`src/rtl/intc_pkg.sv`:
```
// Shared types and constants for the interrupt controller.
// Default IO port map and the handshake FSM state encoding.
package intc_pkg;

    localparam int ID_W = 3;

    localparam logic [7:0] INTC_MASK_PORT = 8'h30;
    localparam logic [7:0] INTC_PEND_PORT = 8'h31;
    localparam logic [7:0] INTC_ID_PORT   = 8'h32;

    typedef enum logic [1:0] {
        IDLE    = 2'd0,
        REQ     = 2'd1,
        SERVICE = 2'd2
    } intc_state_t;

endpackage

```
`src/rtl/intc_prio_enc.sv`:
```
// Fixed-priority encoder: lowest set index wins; purely combinational, no latency.
// No backpressure; valid is simply the OR of the request vector.
module intc_prio_enc
    import intc_pkg::*;
#(
    parameter int NUM_SRC = 8
) (
    input  logic [NUM_SRC-1:0] req,
    output logic               valid,
    output logic [ID_W-1:0]    idx
);

    always_comb begin
        idx = '0;
        // Scan from the top so the lowest set index is the last one written.
        for (int i = NUM_SRC - 1; i >= 0; i--) begin
            if (req[i]) begin
                idx = ID_W'(i);
            end
        end
    end

    assign valid = |req;

endmodule

```
`src/rtl/intc_ctrl.sv`:
```
// Interrupt controller: edge capture into pending, mask, fixed priority, INT_R/ACK/DONE handshake.
// Request is raised one edge after an eligible pending bit appears; registers on the MCU IO port bus.
module intc_ctrl
    import intc_pkg::*;
#(
    parameter int         NUM_SRC     = 8,
    parameter int         SYNC_STAGES = 2,
    parameter logic [7:0] MASK_PORT   = INTC_MASK_PORT,
    parameter logic [7:0] PEND_PORT   = INTC_PEND_PORT,
    parameter logic [7:0] ID_PORT     = INTC_ID_PORT
) (
    input  logic               CLK,
    input  logic               RESET,
    input  logic [NUM_SRC-1:0] IRQ_IN,
    input  logic [7:0]         PORT_ID,
    input  logic [7:0]         OUT_PORT,
    input  logic               IO_STRB,
    input  logic               INT_EN,
    input  logic               INT_ACK,
    input  logic               INT_DONE,
    output logic               INT_R,
    output logic [ID_W-1:0]    INT_ID,
    output logic               IN_SERVICE,
    output logic [7:0]         IN_PORT_DATA,
    output logic               IN_PORT_SEL
);

    logic [NUM_SRC-1:0] sync_lvl;
    logic [NUM_SRC-1:0] prev_lvl;
    logic [NUM_SRC-1:0] rise;
    logic [NUM_SRC-1:0] mask;
    logic [NUM_SRC-1:0] pending;
    logic [NUM_SRC-1:0] pending_nxt;
    logic [NUM_SRC-1:0] ack_clr;
    logic [NUM_SRC-1:0] eligible;
    logic               elig_vld;
    logic [ID_W-1:0]    winner;
    logic [ID_W-1:0]    int_id_nxt;
    intc_state_t        state;
    intc_state_t        state_nxt;
    logic               wr_mask;
    logic               wr_pend;
    logic               ack_fire;

    generate
        if (SYNC_STAGES == 0) begin : g_nosync
            assign sync_lvl = IRQ_IN;
        end else begin : g_sync
            logic [NUM_SRC-1:0] sync_q [SYNC_STAGES];
            always_ff @(posedge CLK) begin
                if (RESET) begin
                    for (int s = 0; s < SYNC_STAGES; s++) begin
                        sync_q[s] <= '0;
                    end
                end else begin
                    sync_q[0] <= IRQ_IN;
                    for (int s = 1; s < SYNC_STAGES; s++) begin
                        sync_q[s] <= sync_q[s-1];
                    end
                end
            end
            assign sync_lvl = sync_q[SYNC_STAGES-1];
        end
    endgenerate

    assign rise     = sync_lvl & ~prev_lvl;
    assign eligible = pending & mask;
    assign wr_mask  = IO_STRB && (PORT_ID == MASK_PORT);
    assign wr_pend  = IO_STRB && (PORT_ID == PEND_PORT);
    assign ack_fire = (state == REQ) && INT_ACK;

    intc_prio_enc #(
        .NUM_SRC (NUM_SRC)
    ) u_prio_enc (
        .req   (eligible),
        .valid (elig_vld),
        .idx   (winner)
    );

    always_comb begin
        ack_clr = '0;
        for (int i = 0; i < NUM_SRC; i++) begin
            if (ack_fire && (INT_ID == ID_W'(i))) begin
                ack_clr[i] = 1'b1;
            end
        end
    end

    // Clears are applied first so a same-cycle rising edge always survives.
    always_comb begin
        pending_nxt = pending & ~ack_clr;
        if (wr_pend) begin
            pending_nxt = pending_nxt & ~OUT_PORT[NUM_SRC-1:0];
        end
        pending_nxt = pending_nxt | rise;
    end

    always_comb begin
        state_nxt  = state;
        int_id_nxt = INT_ID;
        case (state)
            IDLE: begin
                if (INT_EN && elig_vld) begin
                    state_nxt  = REQ;
                    int_id_nxt = winner;
                end
            end
            REQ: begin
                if (INT_ACK) begin
                    state_nxt = SERVICE;
                end else if (!elig_vld || !INT_EN) begin
                    state_nxt = IDLE;
                end else begin
                    int_id_nxt = winner;
                end
            end
            SERVICE: begin
                if (INT_DONE) begin
                    state_nxt = IDLE;
                end
            end
            default: state_nxt = IDLE;
        endcase
    end

    always_ff @(posedge CLK) begin
        if (RESET) begin
            prev_lvl <= '0;
            mask     <= '0;
            pending  <= '0;
            state    <= IDLE;
            INT_ID   <= '0;
        end else begin
            prev_lvl <= sync_lvl;
            pending  <= pending_nxt;
            state    <= state_nxt;
            INT_ID   <= int_id_nxt;
            if (wr_mask) begin
                mask <= OUT_PORT[NUM_SRC-1:0];
            end
        end
    end

    assign INT_R      = (state == REQ);
    assign IN_SERVICE = (state == SERVICE);

    always_comb begin
        IN_PORT_DATA = 8'h00;
        IN_PORT_SEL  = 1'b0;
        if (PORT_ID == MASK_PORT) begin
            IN_PORT_DATA = 8'(mask);
            IN_PORT_SEL  = 1'b1;
        end else if (PORT_ID == PEND_PORT) begin
            IN_PORT_DATA = 8'(pending);
            IN_PORT_SEL  = 1'b1;
        end else if (PORT_ID == ID_PORT) begin
            IN_PORT_DATA = {IN_SERVICE, INT_R, 3'b000, INT_ID};
            IN_PORT_SEL  = 1'b1;
        end
    end

endmodule

```
`config.mk`:
```
export PLATFORM = sky130hd
export DESIGN_NAME = intc_ctrl
export DESIGN_NICKNAME = d
export VERILOG_FILES = /design/src/rtl/intc_pkg.sv /design/src/rtl/intc_prio_enc.sv /design/src/rtl/intc_ctrl.sv
export SDC_FILE = /design/constraint.sdc
export NUM_CORES = 1
export LEC_CHECK = 0
export CORE_UTILIZATION = 53
export DETAILED_ROUTE_END_ITERATION = 10
export PLACE_DENSITY_LB_ADDON = 0.25
export SYNTH_ARGS = -nofsm -noshare
export SYNTH_HDL_FRONTEND = slang
export SYNTH_HIERARCHICAL = 1
export SYNTH_SLANG_ARGS = --single-unit
```
`constraint.sdc`:
```
create_clock -name CLK -period 3.4 [get_ports CLK]
set_input_delay 0.68 -clock CLK [delete_from_list [all_inputs] [get_ports CLK]]
set_output_delay 0.68 -clock CLK [all_outputs]
set_load 0.01 [all_outputs]
```
# Word-level counts from Yosys, hierarchy flattened

Memory sizes are Yosys's and may differ from the RTL's.
Index checks and enable logic that the tools add are counted.

Magnitude comparators: 0
$add $sub $neg: 0
Multipliers: 0
Reductions and logical operators: 21
Shifts and indexed selects: 0
Equality and inequality tests: 17
Bitwise logic cells: 10
Divide/modulo/power cells: 0
Muxes and demuxes: 37

Operators by type and width:

| cell                                                  | count |
|---|---|
| 2-to-1 mux 8 bit                                      | 6 |
| 2-to-1 mux 3 bit                                      | 11 |
| AND 8 bit                                             | 4 |
| equality test 8 x 6 -> 1 bit, second input constant   | 3 |
| inverter 8 bit                                        | 3 |
| 2-to-1 mux 1 bit                                      | 14 |
| equality test 3 bit, second input constant            | 4 |
| logical AND 1 bit                                     | 12 |
| 2-to-1 mux 2 bit                                      | 4 |
| inequality test 2 bit, second input constant          | 4 |
| bitwise OR 8 bit                                      | 1 |
| OR reduction 8 bit                                    | 1 |
| equality test 3 x 2 -> 1 bit, second input constant   | 2 |
| one-hot mux 2 bit (3 select lines)                    | 1 |
| one-hot mux 3 bit (2 select lines)                    | 1 |
| AND reduction 4 bit                                   | 1 |
| equality test 3 x 1 -> 1 bit, second input constant   | 1 |
| logical NOT 3 bit                                     | 1 |
| inequality test 3 x 2 -> 1 bit, second input constant | 1 |
| AND reduction 3 bit                                   | 1 |
| equality test 2 x 1 -> 1 bit, second input constant   | 1 |
| equality test 2 bit, second input constant            | 1 |
| logical NOT 1 bit                                     | 2 |
| logical NOT 2 bit                                     | 1 |
| 3 further kinds                                       | 4 |

Bits of input ports: 30
Bits in latches: 0
Flip-flop bits (word level): 29
Logic and storage cells: 91
Output and inout bits: 14
Memory bits (writable): 16
Memory bits (read-only): 0
Memories: 1

Memories:

| name          | depth | bits a word | rd ports | clocked after Yosys merged registers in | write ports | RTL line        | RTL |
|---|---|---|---|---|---|---|---|
| g_sync.sync_q | 2     | 8           | 2        | 0                                       | 2           | intc_ctrl.sv:49 | `logic [NUM_SRC-1:0] sync_q [SYNC_STAGES];` |

# Depth between registers and ports, before layout

Gate-level depths: netlist of the first run.

Depth in word-level cells: 12
Depth in mapped cells: 6

# Cells and area by module

Netlist of the first run, hierarchy kept.

Modules (own cells, without submodules):

| module        | cells each | area each (µm²) | times used |
|---|---|---|---|
| intc_ctrl     | 206        | 1893.1          | 1 |
| intc_prio_enc | 13         | 81.3            | 1 |

# Worst setup path before layout of the first run

Ideal clock, no wire load.

Path type: input -> output
From: input PORT_ID[7]
To: output IN_PORT_SEL
Path slack: 679 ps
Data arrival time: 2041 ps
Stages: 5
Required time: 2720 ps
Cells stage by stage: or4_4 -> buf_2 -> or2_2 -> clkbuf_1 -> a21oi_1

Cells in the longest elaborated chain, start to end: 4
Elaborated cells between the ends (all ways): 6

RTL lines:

| what                         | RTL line         | RTL |
|---|---|---|
| start, declared              | intc_ctrl.sv:15  | `input logic [7:0] PORT_ID,` |
| equality test 8 x 6 -> 1 bit | intc_ctrl.sv:156 | `end else if (PORT_ID == ID_PORT) begin` |
| 2-to-1 mux 1 bit             | intc_ctrl.sv:156 |  |
| 2-to-1 mux 1 bit             | intc_ctrl.sv:153 | `end else if (PORT_ID == PEND_PORT) begin` |
| 2-to-1 mux 1 bit (*)         | intc_ctrl.sv:150 | `if (PORT_ID == MASK_PORT) begin` |
| end, declared                | intc_ctrl.sv:25  | `output logic IN_PORT_SEL` |

Mark *: on every way between the ends. The rest lies on a longest branch, timed or not.

# Worst setup path in the final report of the first run

From: input PORT_ID[7]
To: output IN_PORT_DATA[4]

Cells in the longest elaborated chain, start to end: 3
Elaborated cells between the ends (all ways): 4

RTL lines:

| what                         | RTL line         | RTL |
|---|---|---|
| equality test 8 x 6 -> 1 bit | intc_ctrl.sv:153 |  |
| 2-to-1 mux 8 bit             | intc_ctrl.sv:153 |  |
| 2-to-1 mux 8 bit (*)         | intc_ctrl.sv:150 |  |
| end, declared                | intc_ctrl.sv:24  | `output logic [7:0] IN_PORT_DATA,` |

Marks and branches as above.

==> flow_summary.toml, run 1 <==
[min_path]
hold_start = "g_sync.sync_q[0][5]"
hp-class = "reg -> reg"
min_to = "g_sync.sync_q[0][13]"
min_path_cells = 1

[cts]
clk_pin_slew_ps = 70
htreeDepth = 2
post-cts-setup-buffer-count = 0
root_buffer = "clkbuf_8"
insertion_delay_ps = 300
ctsHoldBuffers = 0
numCtsBuffers = 5
cts_resized = 0
clockBufferDepth = 2
cts_tree = "built"
numClockSinks = 45

[sta]
fin_setup_tns_ps = 0
finalCritPeriodShare_pct = 96.8
setup_viol = 0
rsz0062_at_grt = "no"
fin_crit_ps = 3290
hold_violations = 0
final.setup.worst_slack_ps = 107
slew_headroom_pct = 51.1
tightest_slew_ps = 728
skew_ps = 6.29
max_freq_mhz = 304
maxSlewViolCount = 0

[worst_setup_path]
critPathArrivalTime_ps = 2610
startpoint = "PORT_ID[7]"
cp_data_required_time_ps = 2720
reg2reg_slack_ps = 1860
reg2reg_to = "INT_ID[1]"
r2r_start = "pending[4]"
crit_type = "in -> out"
worstPathMaxFanout = 3
ff2ff_path_depth = 6
end_kind = "primary output"
start_kind = "input pin"

[die]
rows = 21
die_h_microns = 63.0
die_width_microns = 63.0
initial_core_util_pct = 57.4
core-area_sq_um = 3440
top_level_ports = 44
dieArea_sq_um = 3970

[logic_synthesis]
synth_top_area_cell = "dfxtp_1"
yosys-top-cells-area = "dfxtp_1 (46%), nor2b_1 (8.9%), mux2i_1 (8.1%)"
syn_area_per_cell_sq_um = 9.02
synth_nets = 249
synth_flop_cell = "dfxtp_1"
synth-async-reset-ratio_pct = 0
synth_cell_types = 31
yosys_register_bits = 45
yosys_warnings = 6
synth_area_sq_um = 1970
synth_cells = 219
synth_top_area_share_pct = 45.6
synth_edf_count = 0
ys_seq_area_share_pct = 45.6

[final_layout]
syn_to_final_growth_pct = 29.2
multi_input_area_sq_um = 991
stdcell_count = 311
fillers = 281
num-nets-final = 294
n_antenna_cell = 0
final_layout_size_suffix_gt1_share_pct = 6.42
regArea_sq_um = 901

[power]
peakVddDrop_v = 0.000363
power.density_nw_per_um2 = 374
finalPower_uw = 953
leakage_nw = 0.941

[place]
dp_hpwl_microns = 3110
port_buffers = 43
gp_routability_congestion = 0.863
dpl.cell_count = 303
dp_slack_ps = 34.3

[global_route]
first_global_vias = 1517
grt_max_degree = 30
antenna_found_initial = 0
grt_first_pass_wirelength_microns = 6930
grt_usage_pct = 22.8
overflow = 0

[detailed_routing]
wl_per_cell_microns = 13.3
finalWirelength_microns = 4150
vias = 1672
drt_iter0_drc = 65
ant_nets = 0
dr.pass1.iters = 4
drc = 0
viasPerCell = 5.38

[outcome]
status = "finished clean"

[flow_run]
cap_viol_max_count = 0
flip-flops by register name (all words and copies together) (netlist names):
register       cells
INT_ID             3
g_sync.sync_q     16
mask               8
pending            8
prev_lvl           8
state              2
how the worst max path moves through the flow:
| stage | endpoint | slack (ps) |
|---|---|---|
| global route | IN_PORT_DATA[4] | 50 |
| global placement | IN_PORT_DATA[0] | 50 |
| detailed placement | IN_PORT_DATA[0] | 30 |
| floorplan | IN_PORT_SEL | 680 |
| finish | IN_PORT_DATA[4] | 110 |
| CTS | IN_PORT_DATA[0] | 40 |
cell families (layout without fill, tap and decap cells):
kind of cell / after synthesis / count (layout) / share of synthesized area, %
AND/OR/NAND/NOR: 102 / 102 / 29.2
flip-flops: 45 / 45 / 45.6
AO/OA/AOI/OAI: 34 / 34 / 12.8
buffers and inverters: 22 / 68 / 4.31
multiplexers: 16 / 16 / 8.11
per-stage QoR:
stage	hold WS, ps	instance area (sq um)	util, %
global placement	417	2460	71.5
floorplan	414	1970	-
global route	459	2550	74.1
CTS	445	2540	73.9
detailed placement	427	2460	71.5
finish	439	2550	74.1
placed cells by master (no fill, tap or decap):
master	count
a22oi_1	1
nor2b_1	28
buf_4	5
nand3b_1	2
nor2_1	12
o21bai_1	1
nand3_1	12
nand4bb_1	1
nand4b_1	1
a2bb2oi_1	5
and3b_1	2
dlymetal6s2s_1	2
dfxtp_1	45
o2bb2ai_1	8
nor3_1	9
nand2_1	19
clkdlybuf4s50_1	41
o21ai_0	4
nor4_4	1
clkinv_2	2
o311ai_0	2
or4_4	1
o41ai_1	1
a21boi_0	1
nand2b_1	2
and2_1	9
or2_4	1
nor4_2	1
mux2i_1	16
inv_1	12
o211ai_1	6
clkbuf_1	1
or2_2	1
clkbuf_8	5
a21oi_1	5
cell usage after synthesis, types with 4 or more instances:
cell,instances
inv_1,12
o211ai_1,6
clkbuf_1,6
o21ai_0,4
o2bb2ai_1,8
nand3_1,12
dfxtp_1,45
nor2_1,12
and2_1,9
nand2_1,19
a21oi_1,5
nor3_1,9
mux2i_1,16
nor2b_1,28
a2bb2oi_1,5
where the power goes:
part	leakage, nW	switching, mW	internal (mW)
registers	0.368	0.00689	0.543
clock network	0.0450	0.171	0.142
logic	0.528	0.0368	0.0521
metal layers:
layer  GRT usage [%]  vias to the layer above  wire length (microns)  share of wire (%)
met4            10.8                        0                     90                2.2
met5               0                        -                      0                  0
met2            37.1                       54                   1950                 47
met3            5.84                       12                    248                6.0
met1            28.0                      758                   1860                 45
li1                -                      848                      -                  -
critical path: stages:
cell and delay (ps):
clkdlybuf4s50_1 400, or4_4 550, or2_2 330, nor2_1 110
clkdlybuf4s50_1 540
area by class of cell:
type	instances	area share [%]
Multi-Input combinational cell	152	38.9
Clock buffer	6	2.85
Clock inverter	2	0.393
Tap cell	46	2.26
Timing Repair Buffer	48	18.5
Sequential cell	45	35.3
Inverter	12	1.77
(Power assumes the default switching activity.)
==> run 2, diff against run 1 <==
Settings changed: SYNTH_HIERARCHICAL 1 to default.
==> run 2 against run 1 <==
Die area is 3.1% lower. Clock skew increased by 1.5 ps. Register-to-register slack better by 100 ps. Sequential power about the same.
==> flow_summary.toml, run 2 <==
[detailed_routing]
ant_nets = 0
wl_per_cell_microns = 13.0
finalWirelength_microns = 3980
dr.pass1.iters = 4
drt_iter0_drc = 107
vias = 1630
drc = 0
viasPerCell = 5.34

[final_layout]
fillers = 247
largest_reg_flops = 16
largest-register = "g_sync.sync_q"
num-nets-final = 288
final_layout_size_suffix_gt1_share_pct = 5.41
final_area_sq_um = 2460
post-route-util_pct = 72.7
layout_commonest_cell = "dfxtp_1"
n_antenna_cell = 0
stdcell_count = 305
syn_to_final_growth_pct = 28.9
final_cell_mix = "dfxtp_1 (45), clkdlybuf4s50_1 (43), nor2_1 (32)"

[logic_synthesis]
synth_area_sq_um = 1910
synth-adder-area-share_pct = 0
ys_top_cells_by_count = "dfxtp_1 (45), nor2_1 (32), nor2b_1 (27)"
synth_edf_count = 0
syn_area_per_cell_sq_um = 8.93
synth-async-reset-ratio_pct = 0
synth_top_area_cell = "dfxtp_1"
synth_cells = 214
synth_nets = 244
yosys_register_bits = 45
yosys-top-cells-area = "dfxtp_1 (47%), nor2b_1 (8.8%), mux2i_1 (8.4%)"
synth_cell_types = 31
synth_xor_xnor_area_share_pct = 0
yosys_warnings = 0
synth_top_family_by_area = "simple AND/OR/NAND/NOR gates"
synth_flop_cell = "dfxtp_1"
ys_seq_area_share_pct = 47.2
yosys-mux-area-fraction_pct = 8.38
synth_top_area_share_pct = 47.2
synth-simple-area-share_pct = 25.9
synth_compound_area_share_pct = 13.6
yosysMostFrequentCell = "dfxtp_1"

[place]
dp_hpwl_microns = 2940
gp_routability_congestion = 0.842
post_dp_cell_area_sq_um = 2370
dpl.cell_count = 297
port_buffers = 43
dp_slack_ps = 313

[sta]
finalCritPeriodShare_pct = 90.5
whs_ps = 450
fin_crit_ps = 3080
maxSlewViolCount = 0
setup_viol = 0
slew_headroom_pct = 60.6
max_freq_mhz = 325
skew_ps = 7.77
fin_setup_tns_ps = 0
rsz0062_at_grt = "no"
tightest_slew_ps = 588
hold_violations = 0
final.setup.worst_slack_ps = 325

[power]
power.density_nw_per_um2 = 398
leakage_nw = 0.948
peakVddDrop_v = 0.000282
finalPower_uw = 981

[global_route]
grt_first_pass_wirelength_microns = 6110
grt_usage_pct = 22.5
gr-usage-met2_pct = 36.5
grt.busiest_layer = "met2"
first_global_vias = 1380
gr-usage-met1_pct = 27.4
use_met3_pct = 6.42
overflow = 0
grt_max_degree = 24
antenna_found_initial = 0

[cts]
root_buffer = "clkbuf_4"
post-cts-setup-buffer-count = 0
clockBufferDepth = 2
numCtsBuffers = 5
htreeDepth = 2
insertion_delay_ps = 360
ctsHoldBuffers = 0
cts_tree = "built"
numClockSinks = 45
cts_resized = 0
clk_pin_slew_ps = 120

[die]
rows = 21
die_width_microns = 62.0
initial_core_util_pct = 56.4
die_h_microns = 62.0
core-area_sq_um = 3390
dieArea_sq_um = 3850
top_level_ports = 44

[worst_setup_path]
worstPathMaxFanout = 11
crit_type = "in -> out"
cp_data_required_time_ps = 2720
critPathArrivalTime_ps = 2400
start_kind = "input pin"
end_kind = "primary output"

[min_path]
hp-class = "reg -> reg"

[flow_run]
cap_viol_max_count = 0

[outcome]
status = "finished clean"
## run 2: routing by layer
layer | part of all wire (%) | wire length (microns)
met4 | 1.9 | 77
met5 | 0 | 0
met2 | 44 | 1740
met3 | 8.4 | 336
met1 | 46 | 1820
## run 2: layout make-up
cell class | count | area, sq um | area share [%]
multi-input cells | 148 | 915 | 37.1
repair buffers | 47 | 460 | 18.7
flip-flops and latches | 45 | 901 | 36.6
inverters | 11 | 41.3 | 1.68
clock inverters | 2 | 37.5 | 1.52
clock buffers | 6 | 51.3 | 2.08
well taps | 46 | 57.6 | 2.34
## run 2: worst max-delay path: stages
cell	delay, ps
clkdlybuf4s50_1	420
nor3_1	270
nand2_1	310
nor2_1	170
clkdlybuf4s50_1	540
## run 2: where the power goes
part | internal [mW] | switching, mW | leakage (nW)
Sequential | 0.544 | 0.00933 | 0.368
Combinational | 0.0492 | 0.0316 | 0.536
Clock | 0.175 | 0.172 | 0.0445
Total | 0.768 | 0.213 | 0.948
## run 2: kinds of logic (layout without fill, tap and decap cells)
kind of cell | Yosys count | after routing
AO/OA/AOI/OAI | 35 | 35
flip-flops | 45 | 45
multiplexers | 16 | 16
AND/OR/NAND/NOR | 97 | 97
buffers and inverters | 21 | 66
## run 2: path summary, 6_finish.rpt
path	from	end	slack, ps	cells past startpoint
max	PORT_ID[1]	IN_PORT_DATA[5]	320	5
min	g_sync.sync_q[0][3]	g_sync.sync_q[0][11]	450	1
max reg2reg	INT_ID[0]	pending[1]	1960	4
min reg2reg	g_sync.sync_q[0][3]	g_sync.sync_q[0][11]	450	1
==> run 3, diff against run 2 <==
Settings changed: CORE_UTILIZATION 53 to 51.
==> run 3 against run 2 <==
Fmax grew 0.62%. Global-route usage grew 0.69 points. Non-clock buffer count is the same. Clock power grew 34%. Via count shrank 0.18%. Sequential power is essentially flat. Sequential share of layout area shrank 0.66 points. Cell count is the same. Critical path type unchanged. Wire length grew 5.0%. Setup slack gained 19 ps. Register-to-register slack lost 20 ps. Largest cell class unchanged.
==> flow_summary.toml, run 3 (synthesis results as in run 2) <==
[sta]
rsz0062_at_grt = "no"
hold_violations = 0
slew_headroom_pct = 58.0
tightest_slew_ps = 626
fin_crit_ps = 3060
max_freq_mhz = 327
setup_viol = 0
maxSlewViolCount = 0
skew_ps = 3.94
finalCritPeriodShare_pct = 89.9
fin_setup_tns_ps = 0

[min_path]
hp-class = "reg -> reg"
hold_start = "g_sync.sync_q[0][6]"
min_to = "g_sync.sync_q[0][14]"
min_path_cells = 1

[cts]
htreeDepth = 2
clk_pin_slew_ps = 80
cts_resized = 0
insertion_delay_ps = 300
clockBufferDepth = 2
numClockSinks = 45
ctsHoldBuffers = 0
root_buffer = "clkbuf_8"
cts_tree = "built"
post-cts-setup-buffer-count = 0
numCtsBuffers = 5

[global_route]
grt_usage_pct = 23.2
grt_first_pass_wirelength_microns = 7220
first_global_vias = 1604
overflow = 0
grt_max_degree = 39
antenna_found_initial = 0

[place]
gp_routability_congestion = 0.915
dp_hpwl_microns = 2950
port_buffers = 43

[final_layout]
layout_commonest_cell = "dfxtp_1"
num-nets-final = 288
syn_to_final_growth_pct = 31.3
largest-register = "g_sync.sync_q"
n_antenna_cell = 0
final_cell_mix = "dfxtp_1 (45), clkdlybuf4s50_1 (43), nor2_1 (32)"
post-route-util_pct = 72.3
final_layout_size_suffix_gt1_share_pct = 5.41
largest_reg_flops = 16

[detailed_routing]
vias = 1627
dr.pass1.iters = 4
finalWirelength_microns = 4170
drt_iter0_drc = 80
wl_per_cell_microns = 13.7
drc = 0
viasPerCell = 5.33
ant_nets = 0

[worst_setup_path]
critPathArrivalTime_ps = 2380
r2r_start = "state[1]"
reg2reg_slack_ps = 1940
reg2reg_to = "pending[0]"
cp_data_required_time_ps = 2720
ff2ff_path_depth = 4
worstPathMaxFanout = 9
crit_type = "in -> out"
start_kind = "input pin"
end_kind = "primary output"

[power]
finalPower_mw = 1.10
peakVddDrop_v = 0.000399
power.density_nw_per_um2 = 438
leakage_nw = 0.971

[outcome]
status = "finished clean"

[die]
top_level_ports = 44
die_h_microns = 63.2
core-area_sq_um = 3470
dieArea_sq_um = 3990
rows = 21
initial_core_util_pct = 55.1
die_width_microns = 63.2

[flow_run]
cap_viol_max_count = 0
==> run 3: stage by stage <==
| step | hold WS, ps | setup slack [ps] | cell area, sq um | std cells |
|---|---|---|---|---|
| 2_1_floorplan | 414 | 1260 | 1910 | 214 |
| 3_3_place_gp | 417 | 356 | 2370 | 297 |
| 3_5_place_dp | 420 | 366 | 2370 | 297 |
| 4_1_cts | 440 | 342 | 2510 | 305 |
| 5_1_grt | 457 | 215 | 2510 | 305 |
| 6_report | 440 | 343 | 2510 | 305 |
==> run 3: metal layers <==
metal	global-route usage, %	part of all wire, %	vias to the layer above
met3	5.25	6.4	12
li1	-	-	823
met4	10.8	2.9	0
met2	39.2	46	60
met5	0	0	-
met1	27.7	44	732
==> run 3: final cells by class <==
cell class                 count  area, sq um
clock buffer                   5         68.8
clock inverter                 3         65.1
multi-input combinational    148          915
sequential                    45          901
tap                           46         57.6
timing repair buffer          47          460
fill                         268          960
inverter                      11         41.3
==> run 3: worst max-delay path by stage <==
stage	from	endpoint	slack, ps	cells past startpoint
after floorplan	PORT_ID[1]	IN_PORT_DATA[3]	1260	5
after global placement	PORT_ID[1]	IN_PORT_DATA[4]	360	5
after detailed placement	PORT_ID[6]	IN_PORT_DATA[4]	370	5
after CTS	PORT_ID[1]	IN_PORT_DATA[4]	340	5
after global routing	PORT_ID[1]	IN_PORT_DATA[4]	220	5
final	PORT_ID[1]	IN_PORT_DATA[4]	340	5
==> run 3: power breakdown <==
part | internal (mW) | switching [mW] | total [mW]
Combinational | 0.0485 | 0.0322 | 0.0807
Sequential | 0.543 | 0.00894 | 0.552
Clock | 0.292 | 0.174 | 0.466
Total | 0.884 | 0.215 | 1.10
==> run 3: worst max-delay path, cell delays in order <==
cell	delay, ps
clkdlybuf4s50_1	430
nor3_1	250
nand2_1	270
nor2_1	200
clkdlybuf4s50_1	550
